## config.mk

```make
export PLATFORM = sky130hd
export DESIGN_NAME = bcd_count_scan
export DESIGN_NICKNAME = d
export VERILOG_FILES = /design/src/rtl/bcd_count_scan.sv
export SDC_FILE = /design/constraint.sdc
export NUM_CORES = 1
export LEC_CHECK = 0
export CAP_MARGIN = 20
export CORE_AREA = 5 5 102 104
export DETAILED_ROUTE_END_ITERATION = 6
export DIE_AREA = 0 0 107 109
export PLACE_DENSITY = 0.61
export SYNTH_ARGS = -nofsm -noshare
export SYNTH_HDL_FRONTEND = slang
export SYNTH_SLANG_ARGS = --single-unit
```

## constraint.sdc

```tcl
create_clock -name clk -period 4.6 [get_ports clk]
set_clock_uncertainty 0.1 [all_clocks]
set_input_delay 0.92 -clock clk [delete_from_list [all_inputs] [get_ports clk]]
set_output_delay 0.92 -clock clk [all_outputs]
set_load 0.03 [all_outputs]
```

## src/rtl/bcd_count_scan.sv

```systemverilog
// N-digit BCD up/down counter with tick prescaler and multiplexed 7-segment scan driver.
// Define LEADING_ZERO_BLANK_EN to blank leading zero digits on the display.
module bcd_count_scan #(
  parameter int unsigned DIGITS    = 3,
  parameter int unsigned COUNT_DIV = 21,
  parameter int unsigned SCAN_DIV  = 17,
  parameter logic [23:0] PRESET    = 24'h000123
) (
  input  logic                  clk,
  input  logic                  reset,
  input  logic                  enable,
  input  logic                  up_down,
  input  logic                  hold_end,
  input  logic                  load,
  input  logic [4*DIGITS-1:0]   load_value,
  output logic [4*DIGITS-1:0]   count_out,
  output logic                  tc,
  output logic                  done_pulse,
  output logic [2:0]            seg7_sel,
  output logic [6:0]            seg7_out,
  output logic                  dpt_out,
  output logic                  led_com
);

  localparam int unsigned W         = 4 * DIGITS;
  localparam logic [W-1:0] PresetVal = PRESET[W-1:0];
  localparam logic [2:0]   SelFirst  = 3'd5;
  localparam logic [2:0]   SelLast   = 3'(6 - DIGITS);

  logic [COUNT_DIV-1:0] tick_cnt_q, tick_cnt_d;
  logic [SCAN_DIV-1:0]  scan_cnt_q, scan_cnt_d;
  logic [2:0]           sel_q, sel_d;
  logic [W-1:0]         count_q, count_d;
  logic [W-1:0]         reload_q, reload_d;
  logic                 done_q, done_d;
  logic                 tick, scan_step;
  logic                 all_nine, all_zero;

  function automatic logic [W-1:0] clamp_bcd(input logic [W-1:0] v);
    logic [W-1:0] r;
    r = v;
    for (int unsigned i = 0; i < DIGITS; i++) begin
      if (v[4*i +: 4] > 4'd9) r[4*i +: 4] = 4'd9;
    end
    return r;
  endfunction

  // Ripple carry/borrow through the digits, units first.
  function automatic logic [W-1:0] bcd_step(input logic [W-1:0] v, input logic up);
    logic [W-1:0] r;
    logic [3:0]   d;
    logic         carry;
    r     = v;
    carry = 1'b1;
    for (int unsigned i = 0; i < DIGITS; i++) begin
      d = v[4*i +: 4];
      if (carry) begin
        if (up) begin
          if (d >= 4'd9) begin
            r[4*i +: 4] = 4'd0;
          end else begin
            r[4*i +: 4] = d + 4'd1;
            carry       = 1'b0;
          end
        end else begin
          if (d == 4'd0) begin
            r[4*i +: 4] = 4'd9;
          end else begin
            r[4*i +: 4] = d - 4'd1;
            carry       = 1'b0;
          end
        end
      end
    end
    return r;
  endfunction

  function automatic logic [6:0] seg_decode(input logic [3:0] d);
    logic [6:0] s;
    case (d)
      4'd0:    s = 7'b1111110;
      4'd1:    s = 7'b0110000;
      4'd2:    s = 7'b1101101;
      4'd3:    s = 7'b1111001;
      4'd4:    s = 7'b0110011;
      4'd5:    s = 7'b1011011;
      4'd6:    s = 7'b1011111;
      4'd7:    s = 7'b1110000;
      4'd8:    s = 7'b1111111;
      4'd9:    s = 7'b1111011;
      default: s = 7'b0000000;
    endcase
    return s;
  endfunction

  assign tick      = &tick_cnt_q;
  assign scan_step = &scan_cnt_q;
  assign all_nine  = (count_q == {DIGITS{4'h9}});
  assign all_zero  = (count_q == '0);
  assign tc        = up_down ? all_nine : all_zero;

  always_comb begin
    tick_cnt_d = load ? '0 : tick_cnt_q + 1'b1;
    scan_cnt_d = scan_cnt_q + 1'b1;
    sel_d      = sel_q;
    if (scan_step) begin
      sel_d = (sel_q == SelLast) ? SelFirst : sel_q - 3'd1;
    end
  end

  always_comb begin
    count_d  = count_q;
    reload_d = reload_q;
    done_d   = 1'b0;
    if (load) begin
      // Load wins outright; a coincident tick is dropped.
      count_d  = clamp_bcd(load_value);
      reload_d = clamp_bcd(load_value);
    end else if (tick && enable) begin
      if (tc) begin
        done_d = 1'b1;
        if (!hold_end) begin
          count_d = up_down ? '0 : reload_q;
        end
      end else begin
        count_d = bcd_step(count_q, up_down);
      end
    end
  end

  always_ff @(posedge clk or negedge reset) begin
    if (!reset) begin
      tick_cnt_q <= '0;
      scan_cnt_q <= '0;
      sel_q      <= SelFirst;
      count_q    <= PresetVal;
      reload_q   <= PresetVal;
      done_q     <= 1'b0;
    end else begin
      tick_cnt_q <= tick_cnt_d;
      scan_cnt_q <= scan_cnt_d;
      sel_q      <= sel_d;
      count_q    <= count_d;
      reload_q   <= reload_d;
      done_q     <= done_d;
    end
  end

`ifdef LEADING_ZERO_BLANK_EN
  // lead_zero[i]: digit i and every digit above it are zero.
  logic [DIGITS-1:0] lead_zero;
  always_comb begin
    logic run;
    run       = 1'b1;
    lead_zero = '0;
    for (int unsigned k = 0; k < DIGITS; k++) begin
      run = run & (count_q[4*(DIGITS-1-k) +: 4] == 4'd0);
      lead_zero[DIGITS-1-k] = run;
    end
  end
`endif

  logic [2:0] digit_idx;
  logic [3:0] cur_digit;
  logic       blank;

  always_comb begin
    digit_idx = SelFirst - sel_q;
    cur_digit = 4'd0;
    blank     = 1'b0;
    for (int unsigned i = 0; i < DIGITS; i++) begin
      if (digit_idx == 3'(i)) begin
        cur_digit = count_q[4*i +: 4];
`ifdef LEADING_ZERO_BLANK_EN
        blank = (i != 0) && lead_zero[i];
`endif
      end
    end
    seg7_out = blank ? 7'b0000000 : seg_decode(cur_digit);
  end

  assign count_out  = count_q;
  assign done_pulse = done_q;
  assign seg7_sel   = sel_q;
  assign dpt_out    = 1'b0;
  assign led_com    = 1'b1;

endmodule

```

==> impl_metrics.yaml <==
hold_path:
  worstHoldStart: "scan_cnt_q[0]"
  hold_path_class: "reg -> reg"
clock_network:
  numCtsBuffers: 9
  clockBufferDepth: 2
  worst_skew_pair.late_latency_ps: 350
  cts_tree: "yes"
  root_buffer: "clkbuf_8"
  clk_pin_slew_worst_paths_ps: 80
  cts_num_sinks: 66
  cts_resized: 0
  cts_htree_levels: 3
  cts_setup_buffers: 0
  holdBufCountCts: 0
cells_and_area:
  layout.area.seq_mm2: 0.00166
  antenna_cells: 0
  multi_input_area_mm2: 0.00222
  stdcell_count: 607
  finalInstanceArea_mm2: 0.00477
  drive_gt1_frac: 0.0933
  fin_nets: 524
  area_delta_synth_final_pct: 16.5
  n_fill_cell: 898
  final_util: 0.504
logic_synthesis:
  synthTopCellsByArea: "dfrtp_1 34%, dfstp_2 6.4%, ha_1 5.5%"
  synth_ff_type: "dfrtp_1"
  synth.avg_cell_area_um2: 9.01
  syn-instance-count: 454
  async_flop_share: 1.00
  syn-num-nets: 490
  synth-edff-count: 0
  synth_seq_cells: 66
  synth_top_area_frac: 0.342
  synth_top_area_cell: "dfrtp_1"
  ys.warnings.count: 0
  synth_area_mm2: 0.00409
  yosysSeqAreaShare: 0.407
  synth_cell_types: 63
timing:
  min_period_ps: 4040
  drv_slew: 0
  worst_slack_ps: 562
  fmaxAchievable_mhz: 248
  max_slew_margin: 0.350
  hold_slack_ps: 347
  tns_ps: 0
  hold_violations: 0
  rsz0062_at_grt: "no"
  post-route-period-util: 0.878
  worst_slew_pin_slew_ps: 976
  setup_viol: 0
global_routing:
  grt.total_usage: 0.168
  grt_pass1_vias: 3301
  grt_max_degree: 60
  overflow: 0
  grt_first_pass_wirelength_um: 15800
  antenna_found_initial: 0
drt:
  wl_um: 9200
  vias: 3330
  via_per_inst: 5.49
  ant_nets: 0
  first_iter_violations: 173
  avgRoutedWirePerCell_um: 15.2
  drc: 0
  firstDrtPassIters: 4
floorplanning:
  rows: 36
  die_w_um: 107
  num_io_pins: 44
  initial_core_util: 0.433
  die_area_mm2: 0.0117
  die_h_um: 109
  core_mm2: 0.00946
pwr:
  p_leak_nw: 2.00
  power.total_mw: 1.36
  ir_drop_uv: 166
  power.density_mw_per_mm2: 286
setup_path:
  crit_start: "seg7_sel[0]"
  r2r-end: "count_out[10]"
  end_kind: "primary output"
  cp_max_fo: 13
  cp.arrival_ps: 3020
  r2r_setup_slack_ps: 1810
  required_ps: 3580
  crit_type: "reg -> out"
  reg2reg_depth: 8
  start_kind: "flop"
  r2r_start: "count_out[5]"
  cp-endpoint: "seg7_out[1]"
placement:
  portBuffers: 41
  dp_slack_ps: 852
  dp.cells: 591
  placed_area_mm2: 0.00455
  gp_congestion: 0.849
  dp_hpwl_um: 6600
run_status:
  status: "finished clean"
job:
  max_cap_violations: 0
[flip-flops by register name, indices dropped and copies added, names as in the netlist]
register / cells
count_out: 12
reload_q: 12
scan_cnt_q: 17
done_pulse: 1
seg7_sel: 3
tick_cnt_q: 21
[synthesized netlist by cell type, types with 3 or more instances]
library cell   n
o22ai_1        3
buf_1          3
dfrtp_1       56
dfstp_2       10
xnor2_1       17
o22a_1         3
inv_1         29
nand2b_1       8
buf_2          3
mux2i_1       12
buf_4          3
nor2_1        46
a21oi_1       18
clkbuf_1      11
and3_1         6
a31oi_1        6
o31ai_1        3
nand4_1       10
nand2_1       42
nor3_1         7
nor4_1         4
xor2_1        17
a211oi_1       5
o21ai_1        4
o21a_1         7
nor2b_1        5
ha_1          18
nand3_1       17
o21ai_0       36
[how the worst min path moves through the flow]
stage / end / slack [ps] / cells after the start
2_1_floorplan: scan_cnt_q[0] / 310 / 1
3_3_place_gp: scan_cnt_q[0] / 330 / 1
3_5_place_dp: scan_cnt_q[0] / 340 / 1
4_1_cts: scan_cnt_q[0] / 350 / 1
5_1_grt: scan_cnt_q[0] / 360 / 1
6_report: scan_cnt_q[0] / 350 / 1
[critical path: stages (launching register included)]
cell and delay [ps]:
dfstp_2 670, mux2i_1 220, nor2_1 50, a21oi_1 620, nand2_1 210, o22ai_1 210
clkdlybuf4s50_1 690
[logic make-up (layout without fill, tap and decap cells)]
kind of cell,Yosys count,after routing,share of synthesized area
flip-flops,66,66,0.407
AND/OR/NAND/NOR,163,163,0.205
multiplexers,14,14,0.0349
adder cells (fa/ha/maj),18,18,0.0550
buffers and inverters,50,89,0.0514
AO/OA/AOI/OAI,107,107,0.173
other,2,2,0.00183
XOR/XNOR,34,34,0.0728
[power by group]
part / internal (mW) / switching (mW)
Sequential: 0.606 / 0.0376
Combinational: 0.0842 / 0.116
Clock: 0.283 / 0.237
[cells in the final DEF, fill, tap and decap left out, types with 11 or more instances in the layout]
master,Yosys,routed
dfrtp_1,56,56
nor2_1,46,46
nand2_1,42,42
clkdlybuf4s50_1,0,38
o21ai_0,36,36
inv_1,29,29
a21oi_1,18,18
ha_1,18,18
nand3_1,17,17
xnor2_1,17,17
xor2_1,17,17
mux2i_1,12,12
clkbuf_8,0,11
[area by class of cell]
cell class	instances	area share
flip-flops and latches	66	0.349
clock buffers	11	0.0318
inverters	29	0.0228
clock inverters	5	0.0129
multi-input cells	338	0.465
repair buffers	44	0.0882
well taps	114	0.0299
[per-layer routing]
layer / GRT usage / part of all wire
met5: 0 / 0
met4: 0.0575 / 0.012
met3: 0.0314 / 0.035
met2: 0.277 / 0.48
met1: 0.222 / 0.48
Note: power is estimated with default switching activity, not from simulation.
